<file path="config.mk">
export PLATFORM = sky130hd
export DESIGN_NAME = pipe_ctrl
export DESIGN_NICKNAME = d
export VERILOG_FILES = /design/src/rtl/pipe_ctrl_pkg.sv /design/src/rtl/pipe_ctrl_stall_prio_enc.sv /design/src/rtl/pipe_ctrl.sv
export SDC_FILE = /design/constraint.sdc
export NUM_CORES = 1
export LEC_CHECK = 0
export CAP_MARGIN = 20
export CELL_PAD_IN_SITES_DETAIL_PLACEMENT = 1
export CELL_PAD_IN_SITES_GLOBAL_PLACEMENT = 1
export CORE_MARGIN = 8
export CORE_UTILIZATION = 34
export DETAILED_ROUTE_END_ITERATION = 7
export GPL_ROUTABILITY_DRIVEN = 0
export PLACE_DENSITY_LB_ADDON = 0.08
export SLEW_MARGIN = 30
export SYNTH_ARGS = -nofsm -noshare
export SYNTH_HDL_FRONTEND = slang
export SYNTH_SLANG_ARGS = --single-unit
</file>
<file path="constraint.sdc">
create_clock -name clk -period 3.27 [get_ports clk]
set_input_delay 0.327 -clock clk [delete_from_list [all_inputs] [get_ports clk]]
set_output_delay 0.327 -clock clk [all_outputs]
set_load 0.01 [all_outputs]
</file>
<file path="src/rtl/pipe_ctrl_pkg.sv">
// pipe_ctrl_pkg: stage indices, FSM encoding and constants shared by the stall/flush sequencer.
package pipe_ctrl_pkg;
   localparam int STG_IF  = 0;
   localparam int STG_ID  = 1;
   localparam int STG_EX  = 2;
   localparam int STG_MEM = 3;
   localparam int STG_WB  = 4;
   localparam int NSTG    = 5;
   localparam logic [31:0] EXC_VECTOR_DEF = 32'hBFC00380;
   localparam logic [NSTG-1:0] FLUSH_EXC  = 5'b01111;
   localparam logic [NSTG-1:0] FLUSH_PEND = 5'b00011;
   typedef enum logic {RUN = 1'b0, REDIR_PEND = 1'b1} state_e;
endpackage

</file>
<file path="src/rtl/pipe_ctrl_stall_prio_enc.sv">
// stall_prio_enc: highest requesting stage k stalls stages 0..k and bubbles stage k+1.
module stall_prio_enc
   import pipe_ctrl_pkg::*;
(
   input  logic [STG_MEM:0]  req_i,
   output logic [NSTG-1:0]   stall_o,
   output logic [NSTG-1:0]   flush_o
);
   always_comb begin
      stall_o = '0;
      flush_o = '0;
      for (int i = 0; i < STG_WB; i++) begin
         stall_o[i]   = |(req_i >> i);
         flush_o[i+1] = req_i[i] && ((req_i >> (i + 1)) == '0);
      end
   end
endmodule

</file>
<file path="src/rtl/pipe_ctrl.sv">
// pipe_ctrl: pipeline stall/flush sequencer with exception redirect and stall watchdog.
// Define PIPE_CTRL_PERF_EN to add stall-cycle and redirect performance counters.
module pipe_ctrl
   import pipe_ctrl_pkg::*;
#(
   parameter logic [31:0]       EXC_VECTOR = EXC_VECTOR_DEF,
   parameter int                WDOG_W     = 16,
   parameter logic [WDOG_W-1:0] WDOG_LIMIT = {WDOG_W{1'b1}}
) (
   input  logic              clk,
   input  logic              rst,
   input  logic              if_stallreq,
   input  logic              id_stallreq,
   input  logic              ex_stallreq,
   input  logic              mem_stallreq,
   input  logic              exc_valid,
   input  logic              exc_eret,
   input  logic [31:0]       cp0_epc,
   output logic [NSTG-1:0]   stall_o,
   output logic [NSTG-1:0]   flush_o,
   output logic              redirect_en_o,
   output logic [31:0]       redirect_pc_o,
   output logic              busy_o,
   output logic              wdog_err_o
`ifdef PIPE_CTRL_PERF_EN
   ,
   output logic [31:0]       perf_stall_cnt_o,
   output logic [31:0]       perf_flush_cnt_o
`endif
);
   state_e            state_q, state_d;
   logic [31:0]       pend_pc_q, pend_pc_d, target;
   logic [WDOG_W-1:0] wdog_cnt_q, wdog_cnt_d;
   logic              wdog_err_q, wdog_err_d;
   logic [STG_MEM:0]  req;
   logic [NSTG-1:0]   enc_stall, enc_flush;
   logic              pend, exc, redir;

   stall_prio_enc u_enc (
      .req_i   (req),
      .stall_o (enc_stall),
      .flush_o (enc_flush)
   );

   always_comb begin
      req           = {mem_stallreq, ex_stallreq, id_stallreq, if_stallreq};
      pend          = state_q == REDIR_PEND;
      exc           = !pend && exc_valid;
      target        = exc_eret ? cp0_epc : EXC_VECTOR;
      redir         = !rst && (pend || exc) && !if_stallreq;
      stall_o       = (rst || pend || exc) ? '0 : enc_stall;
      flush_o       = rst ? '0 : pend ? FLUSH_PEND : exc ? FLUSH_EXC : enc_flush;
      redirect_en_o = redir;
      redirect_pc_o = !redir ? '0 : pend ? pend_pc_q : target;
      busy_o        = pend && !rst;
      wdog_err_o    = wdog_err_q;
      state_d       = ((pend || exc) && if_stallreq) ? REDIR_PEND : RUN;
      pend_pc_d     = (exc && if_stallreq) ? target : pend_pc_q;
      // saturating count of back-to-back stalled cycles
      wdog_cnt_d    = (|stall_o && !redir) ? wdog_cnt_q + WDOG_W'(!(&wdog_cnt_q)) : '0;
      wdog_err_d    = wdog_err_q || (wdog_cnt_d == WDOG_LIMIT);
   end

   always_ff @(posedge clk or posedge rst) begin
      if (rst) begin
         state_q    <= RUN;
         pend_pc_q  <= '0;
         wdog_cnt_q <= '0;
         wdog_err_q <= 1'b0;
      end else begin
         state_q    <= state_d;
         pend_pc_q  <= pend_pc_d;
         wdog_cnt_q <= wdog_cnt_d;
         wdog_err_q <= wdog_err_d;
      end
   end

`ifdef PIPE_CTRL_PERF_EN
   always_ff @(posedge clk or posedge rst) begin
      if (rst) begin
         perf_stall_cnt_o <= '0;
         perf_flush_cnt_o <= '0;
      end else begin
         perf_stall_cnt_o <= perf_stall_cnt_o + 32'(|stall_o);
         perf_flush_cnt_o <= perf_flush_cnt_o + 32'(redir);
      end
   end
`endif
endmodule

</file>
==> results of run 1 <==
## layer usage
layer  vias to the layer above  track usage  part of all wire
met2                        68        0.230              0.45
met4                         0       0.0281            0.0058
li1                       1349            -                 -
met1                      1244        0.189              0.48
met5                         -            0                 0
met3                         4       0.0456             0.067
## synthesized netlist by cell type, drive strengths merged, types with 3 or more instances
| cell type | n | area share |
|---|---|---|
| xnor2 | 3 | 0.0093 |
| nand4 | 7 | 0.018 |
| nor3 | 5 | 0.0089 |
| dfrtp | 50 | 0.44 |
| nand3 | 10 | 0.020 |
| o21ai | 34 | 0.060 |
| and3 | 4 | 0.0089 |
| nor2 | 82 | 0.11 |
| nor2b | 15 | 0.033 |
| buf | 8 | 0.018 |
| inv | 7 | 0.0093 |
| clkbuf | 20 | 0.027 |
| a21oi | 37 | 0.066 |
| xor2 | 9 | 0.028 |
| nand2 | 58 | 0.077 |
## report_power, final
part	internal, mW	leakage (nW)	switching, mW
Clock	0.148	0.0383	0.192
Combinational	0.135	0.887	0.150
Sequential	0.677	0.648	0.0325
## worst register-to-register path, stage by stage (launching register included)
cell	delay (ns)
dfrtp_1	0.44
and3_1	0.31
nand3_2	0.13
or4_1	0.57
ha_1	0.32
nand4bb_1	0.24
o31ai_1	0.09
o211ai_1	0.18
o41ai_2	0.23
## cell families (layout without fill, tap and decap cells)
family | Yosys count | count (layout) | share of synthesized area
simple gates | 192 | 192 | 0.307
compound gates | 77 | 77 | 0.148
buf+inv | 35 | 104 | 0.0537
xor+xnor | 12 | 12 | 0.0373
flops | 50 | 50 | 0.444
fa+ha+maj | 2 | 2 | 0.00887
other cells | 1 | 1 | 0.00133
## through the flow
stage	total power [mW]	utilization	worst slack (ns)	hold slack (ns)
final	1.33	0.466	0.664	0.445
after global routing	1.42	0.466	0.491	0.481
after CTS	1.36	0.466	0.650	0.430
after detailed placement	1.01	0.456	0.688	0.471
after global placement	1.00	0.456	0.728	0.455
after floorplan	0.870	-	0.888	0.450
## cell type report
type                    count  area, um2
flip-flops and latches     50       1250
inverters                   7       26.3
well taps                 105        131
fillers                  1025       4350
clock buffers               7       76.3
repair buffers             90        883
multi-input cells         284       1420
## worst paths after layout
path                       cells past startpoint            end  slack (ns)
setup / recovery                               8     wdog_err_o        0.66
min in group clk                               2     wdog_err_o        0.48
hold / removal                                 2  wdog_cnt_q[3]        0.45
max in group asynchronous                      3           pend        1.99
hold reg to reg                                2     wdog_err_o        0.48
setup reg to reg                               8     wdog_err_o        0.66
## state kept, by name (all words and copies together), names as in the netlist
| name | count |
|---|---|
| pend | 1 |
| pend_pc_q | 32 |
| wdog_cnt_q | 16 |
| wdog_err_o | 1 |
==> results.ini, run 1 <==
[run_status]
status=finished clean

[cts]
cts_tree=done
cts.clk_slew.worst_paths_ns=0.09
post-cts-setup-buffer-count=0
cts_buffers=5
root_buffer=clkbuf_8
cts.repair.resized=0
cts_htree_levels=2
cts_max_path_buffers=2
cts_sinks=50
clkLatencyLatePin_ns=0.29
hold_buffers=0

[synth]
synth_edf_count=0
synth_flop_cell=dfrtp_1
async_flop_share=1.00
ys_types=34
syn_area_per_cell_um2=7.64
syn_inst=369
syn_nets=411
synthesis.area_um2=2820
yosysSeqAreaShare=0.444
yosysWarnings=0
synth_seq_cells=50

[floorplanning]
ios=85
die_area_um2=11500
start_util=0.347
die_y_um=107
coreArea_um2=8130
die_w_um=107
rows=33

[critical_path]
critPathKind=reg2reg
critPathBufInv=0
start_kind=register
max_stage_delay_ns=0.57
critPathSlowestCell=or4_1
crit_fanout=8
path_cells=and3_1 > nand3_2 > or4_1 > ha_1 > nand4bb_1 > o31ai_1 > o211ai_1 > o41ai_2
crit_required_ns=3.46
r2r-start=wdog_cnt_q[5]
cp.arrival_ns=2.80
crit_path_start=wdog_cnt_q[5]
worstSetupEndpointType=register
critPathTopFamily=simple AND/OR/NAND/NOR gates

[global_route]
grt_pass1_wl_um=13900
grt_overflow=0
grt_pass1_vias=2858
grt_max_degree=66
grt_usage=0.145
antenna_found_initial=0

[final_layout]
nets=480
design_area_um2=3790
final_common_cell=clkdlybuf4s50_1
drive_above_1_share=0.0434
diodes=0
stdcell_count=543
layout_common_cells=83 x clkdlybuf4s50_1, 82 x nor2_1, 58 x nand2_1
syn_to_final_growth_pct=34.3

[drt]
drt_wl_total_um=8130
wire_per_inst_um=15.0
detail_route.vias_per_cell=4.91
first_pass_iters=4
antenna_left=0
vias=2665
drcViolationCount=0
drt_iter0_markers=75

[timing]
worst_slew_pin_slew_ns=0.631
drv_slew=0
fin_crit_sh=0.797
tns_ns=0
slew_headroom=0.579
hold_viol=0
skew_ns=0.00563
setup_viol=0
fmax_ghz=0.384
min_period_ns=2.61
rsz0062_at_grt=false

[pwr]
power_density_nw_per_um2=352
peakVddDrop_uv=157
leakage_nw=1.57

[placement]
dp_cells=536
dp_hpwl_um=5840
port_buffers=83
place_area_um2=3710

[min_path]
hold_path.class=in2async

[flow_run]
drv_cap=0

Note: power is estimated with default switching activity, not from simulation.
==> run 2, diff against run 1 <==
==> constraint.sdc (replaced) <==
create_clock -name clk -period 2.6 [get_ports clk]
set_input_delay 0.26 -clock clk [delete_from_list [all_inputs] [get_ports clk]]
set_output_delay 0.26 -clock clk [all_outputs]
set_load 0.01 [all_outputs]
==> run 2 against run 1 <==
Net effect: hold slack improved by 0.030 ns; clock skew is 0.0068 ns higher; combinational power increased by 29%; die area unchanged; sequential cell count stayed put; largest power group unchanged; design area increased by 1.9%; non-clock buffer count increased by 3.
==> results.ini, run 2 (synthesized netlist as in run 1, its figures left out) <==
[global_route]
grt_overflow=0  ; unchanged
grt_pass1_vias=2922  ; +2.2%
grt_usage=0.148  ; +0.00291
grt_max_degree=66  ; unchanged
grt_pass1_wl_um=14100  ; +1.7%
antenna_found_initial=0  ; unchanged

[placement]
dp_hpwl_um=5930  ; +1.7%
place_area_um2=3770  ; +1.6%
port_buffers=83  ; unchanged
place_ws_ns=0.0945  ; -0.593 ns

[floorplanning]
start_util=0.347  ; unchanged
coreArea_um2=8130  ; unchanged
die_area_um2=11500  ; unchanged
die_w_um=107  ; unchanged
rows=33  ; unchanged
die_y_um=107  ; unchanged
ios=85  ; unchanged

[drt]
vias=2720  ; +2.1%
drt_wl_total_um=8310  ; +2.3%
antenna_left=0  ; unchanged
first_pass_iters=4  ; unchanged
wire_per_inst_um=15.2  ; +1.6%
detail_route.vias_per_cell=4.97  ; +1.3%
drcViolationCount=0  ; unchanged
drt_iter0_markers=106  ; +41%

[pwr]
peakVddDrop_uv=189  ; +20%
power_density_nw_per_um2=442  ; +25%
power.total_mw=1.70  ; +28%
leakage_nw=1.60  ; +1.8%

[timing]
tns_ns=0  ; unchanged
fmax_ghz=0.408  ; +6.3%
rsz0062_at_grt=false
skew_ns=0.0124  ; +0.00681 ns
setup_ws_ns=0.149  ; -0.515 ns
setup_viol=0  ; unchanged
min_period_ns=2.45  ; -0.155 ns
drv_slew=0  ; unchanged
fin_crit_sh=0.943  ; +0.146
hold_viol=0  ; unchanged
worst_slew_pin_slew_ns=0.649  ; +0.0173 ns
slew_headroom=0.567  ; -0.0115

[run_status]
status=finished clean

[final_layout]
fillers=1009  ; -1.6%
design_area_um2=3860  ; +1.9%
drive_above_1_share=0.0566  ; +0.0132
utilization=0.474  ; +0.00861
syn_to_final_growth_pct=36.8
diodes=0  ; unchanged
reg_top3=pend_pc_q x32, wdog_cnt_q x16
nets=483  ; +0.63%
largest_reg_flops=32  ; unchanged
layout_common_cells=83 x clkdlybuf4s50_1, 82 x nor2_1, 58 x nand2_1
top_register=pend_pc_q
final_common_cell=clkdlybuf4s50_1

[cts]
cts_htree_levels=2  ; unchanged
cts_max_path_buffers=2  ; unchanged
root_buffer=clkbuf_8
cts_tree=done
cts_buffers=5  ; unchanged
hold_buffers=0  ; unchanged
cts_sinks=50  ; unchanged
cts.clk_slew.worst_paths_ns=0.08  ; about the same
clkLatencyLatePin_ns=0.30  ; about the same

[critical_path]
rr_worst_depth=8  ; unchanged
crit_fanout=8  ; unchanged
r2r_slack_ns=0.15  ; -0.52 ns
crit_required_ns=2.79  ; -0.67 ns
reg2reg_to=wdog_err_o
worstSetupEndpointType=register
cp.arrival_ns=2.64  ; -0.16 ns
critPathKind=reg2reg
start_kind=register
r2r-start=wdog_cnt_q[9]

[flow_run]
drv_cap=0  ; unchanged

[min_path]
min_from=wdog_err_o
hold_path.class=reg2reg
min_path_cells=2
min_to=wdog_err_o

## run 2: cell types whose count changed in the layout (fill, tap and decap cells not counted)
cell,change
clkbuf_1,+1
buf_12,+3
ha_2,+2
dfrtp_2,+1
ha_1,-2
dfrtp_1,-1
## run 2: critical path, cell delays in order, from the launching register on
cell,delay (ns)
dfrtp_1,0.42
and4_1,0.27
nand3_2,0.11
or4_1,0.58
ha_2,0.26
nand4_1,0.15
nor4_2,0.06
xnor2_1,0.16
o41ai_2,0.34
## run 2: worst max path at each step
| stage | to | from | slack [ns] | depth (start not counted) |
|---|---|---|---|---|
| 6_report | wdog_err_o | wdog_cnt_q[9] | 0.15 | 8 |
| 2_1_floorplan | wdog_err_o | wdog_cnt_q[5] | 0.22 | 10 |
| 3_5_place_dp | wdog_err_o | wdog_cnt_q[10] | 0.09 | 8 |
| 4_1_cts | wdog_err_o | wdog_cnt_q[10] | 0.07 | 8 |
| 5_1_grt | wdog_err_o | wdog_cnt_q[10] | 0.003 | 8 |
| 3_3_place_gp | wdog_err_o | wdog_cnt_q[10] | 0.21 | 8 |
## run 2: repair_timing
action                                  4_1_cts  5_1_grt
gates resized for setup                       0        3
endpoints found under the setup margin        0        1
buffers inserted                              0        0
## run 2: report_power, final
group / internal (mW) / switching [mW]
logic: 0.178 / 0.190
registers: 0.851 / 0.0416
clock network: 0.192 / 0.250
## run 2: stage by stage
step / std cells / hold WS, ns
2_1_floorplan: 369 / 0.388
3_3_place_gp: 539 / 0.462
3_5_place_dp: 539 / 0.470
4_1_cts: 547 / 0.491
5_1_grt: 547 / 0.503
6_report: 547 / 0.475
## run 2: cell type report
type                    instances  area (um2)  share of cell area
repair buffers                 93         943               0.245
multi-input cells             284        1420               0.369
flip-flops and latches         50        1250               0.325
well taps                     105         131              0.0341
clock buffers                   8        80.1              0.0208
inverters                       7        26.3             0.00681
## run 2: routing by layer
| metal | share of wire | global-route usage | vias up |
|---|---|---|---|
| met3 | 0.058 | 0.0432 | 4 |
| met4 | 0.0064 | 0.0332 | 0 |
| met2 | 0.46 | 0.240 | 63 |
| li1 | - | - | 1359 |
| met5 | 0 | 0 | - |
| met1 | 0.48 | 0.190 | 1294 |
==> run 3, diff against run 2 <==
--- a/config.mk
+++ b/config.mk
@@ -9,7 +9,7 @@
 export CELL_PAD_IN_SITES_DETAIL_PLACEMENT = 1
 export CELL_PAD_IN_SITES_GLOBAL_PLACEMENT = 1
 export CORE_MARGIN = 8
-export CORE_UTILIZATION = 34
+export CORE_UTILIZATION = 30
 export DETAILED_ROUTE_END_ITERATION = 7
 export GPL_ROUTABILITY_DRIVEN = 0
 export PLACE_DENSITY_LB_ADDON = 0.08
==> constraint.sdc (replaced) <==
create_clock -name clk -period 2 [get_ports clk]
set_input_delay 0.2 -clock clk [delete_from_list [all_inputs] [get_ports clk]]
set_output_delay 0.2 -clock clk [all_outputs]
set_load 0.01 [all_outputs]
==> run 3 against run 2 <==
Net effect: the flow now finishes with violations (setup timing); critical path depth unchanged; combinational power up 40%; critical endpoint unchanged; register-to-register slack got worse by 0.32 ns.
==> results.ini, run 3 (synthesized netlist as in run 1, its figures left out) <==
[final_layout]
syn_to_final_growth_pct=51.2
diodes=0  ; unchanged
fillers=1132  ; +12%
design_area_um2=4270  ; +11%
drive_above_1_share=0.202  ; +0.146
seq_area_um2=1250  ; about the same
largest_reg_flops=32  ; unchanged
layout_common_cells=77 x nor2_1, 55 x nand2_1, 49 x dfrtp_1
top_register=pend_pc_q
final_common_cell=nor2_1
nets=526  ; +8.9%
stdcell_count=596  ; +9.0%
multi_input_area_um2=1530  ; +7.2%
reg_top3=pend_pc_q x32, wdog_cnt_q x16
utilization=0.464  ; -0.0104

[placement]
port_buffers=83  ; unchanged
dp_hpwl_um=6580  ; +11%
dp_cells=574  ; +6.5%
place_area_um2=4010  ; +6.4%
place_ws_ns=-0.172  ; -0.267 ns

[timing]
fin_crit_sh=1.08  ; +0.142
rsz0062_at_grt=true
fmax_ghz=0.461  ; +13%
hold_ws_ns=0.459  ; -0.0159 ns
skew_ns=0.0150  ; +0.00257 ns
setup_viol=7  ; +7
hold_viol=0  ; unchanged
min_period_ns=2.17  ; -0.283 ns
setup_ws_ns=-0.169  ; -0.317 ns
tns_ns=-0.561  ; -0.561 ns
drv_slew=0  ; unchanged

[global_route]
grt_overflow=0  ; unchanged
use_met3=0.0357  ; -0.00752
grt_usage=0.146  ; -0.00173
antenna_found_initial=0  ; unchanged
grt_max_degree=65  ; -1.5%
grt_pass1_wl_um=15200  ; +7.7%
grt_pass1_vias=3144  ; +7.6%
grt_busiest_layer=met2
use_met2=0.264  ; +0.0245
grtUsageMet1=0.170  ; -0.0198

[drt]
vias=2886  ; +6.1%
drt_iter0_markers=75  ; -29%
drt_wl_total_um=9200  ; +11%
wire_per_inst_um=15.4  ; +1.5%
drcViolationCount=0  ; unchanged
antenna_left=0  ; unchanged
first_pass_iters=4  ; unchanged
detail_route.vias_per_cell=4.84  ; -2.6%

[run_status]
status=complete, but fails checks
violations=setup timing

[pwr]
switching_share=0.287  ; +0.00424
power_density_nw_per_um2=552  ; +25%
peakVddDrop_uv=292  ; +54%
seqPwrFrac=0.493  ; -0.031
p_sw_mw=0.675  ; +40%
leakage_nw=1.98  ; +24%
internal_power_mw=1.68  ; +37%
combPwrFrac=0.220  ; +0.004
power.total_mw=2.35  ; +38%
clkPwrFrac=0.287  ; +0.028

[critical_path]
start_kind=register
max_stage_delay_ns=0.47  ; -0.11 ns
critPathKind=reg2reg
cp.arrival_ns=2.39  ; -0.25 ns
crit_required_ns=2.22  ; -0.57 ns
worstSetupEndpointType=register
crit_fanout=5  ; -3
critPathSlowestCell=or4_4
path_cells=and4_4 > nand3_4 > or4_4 > ha_4 > nand4_1 > nor4_4 > xnor2_2 > o41ai_2

[cts]
cts_buffers=5  ; unchanged
root_buffer=clkbuf_8
hold_buffers=0  ; unchanged
cts_max_path_buffers=2  ; unchanged
cts_sinks=50  ; unchanged
clkLatencyLatePin_ns=0.31  ; about the same
cts_tree=done
cts.clk_slew.worst_paths_ns=0.10  ; +0.02 ns
cts_htree_levels=2  ; unchanged

[floorplanning]
rows=35  ; +6.1%
start_util=0.307  ; -0.0400
die_w_um=113  ; +5.5%
coreArea_um2=9200  ; +13%
ios=85  ; unchanged
die_y_um=113  ; +5.5%
die_area_um2=12800  ; +11%

[flow_run]
drv_cap=0  ; unchanged

[min_path]
hold_path.class=in2async

-- run 3: worst max-delay path, delay by kind of cell, from the launching register on --
kind	cells	cell delay, ns
flip-flops	1	0.37
AND/OR/NAND/NOR	5	1.06
AO/OA/AOI/OAI	1	0.28
XOR/XNOR	1	0.17
adder cells (fa/ha/maj)	1	0.20
-- run 3: final timing paths --
kind	from	end	slack [ns]	depth (start not counted)
worst max-delay path	wdog_cnt_q[8]	wdog_err_o	-0.17	8
worst min-delay path	rst	wdog_cnt_q[7]	0.46	4
worst max register to register	wdog_cnt_q[8]	wdog_err_o	-0.17	8
worst min register to register	pend_pc_q[20]	pend_pc_q[20]	0.49	2
max in group asynchronous	rst	pend	1.13	4
min in group clk	cp0_epc[14]	pend_pc_q[14]	0.46	3
-- run 3: per-layer routing --
metal  vias to the layer above  share of wire
met2                        39           0.52
met3                         9          0.038
met4                         0          0.011
met5                         -              0
met1                      1398           0.44
li1                       1440              -
-- run 3: layout make-up --
class | count | share of cell area
multi-input combinational | 284 | 0.358
clock inverter | 1 | 0.00205
inverter | 7 | 0.00616
sequential | 50 | 0.294
clock buffer | 7 | 0.0226
tap | 111 | 0.0326
timing repair buffer | 136 | 0.285
-- run 3: what timing repair did --
action	in CTS	in global routing
pin swaps	3	14
cloned	0	0
endpoints found under the hold margin	0	0
endpoints found under the setup margin	41	42
resized for setup	41	50
buffers inserted	10	4
-- run 3: power by group through the flow --
stage	registers (mW)	logic [mW]	clock network [mW]
final	1.16	0.517	0.676
after global routing	1.17	0.583	0.737
after floorplan	1.16	0.262	0
after global placement	1.18	0.499	0
after detailed placement	1.18	0.514	0
after CTS	1.16	0.518	0.703
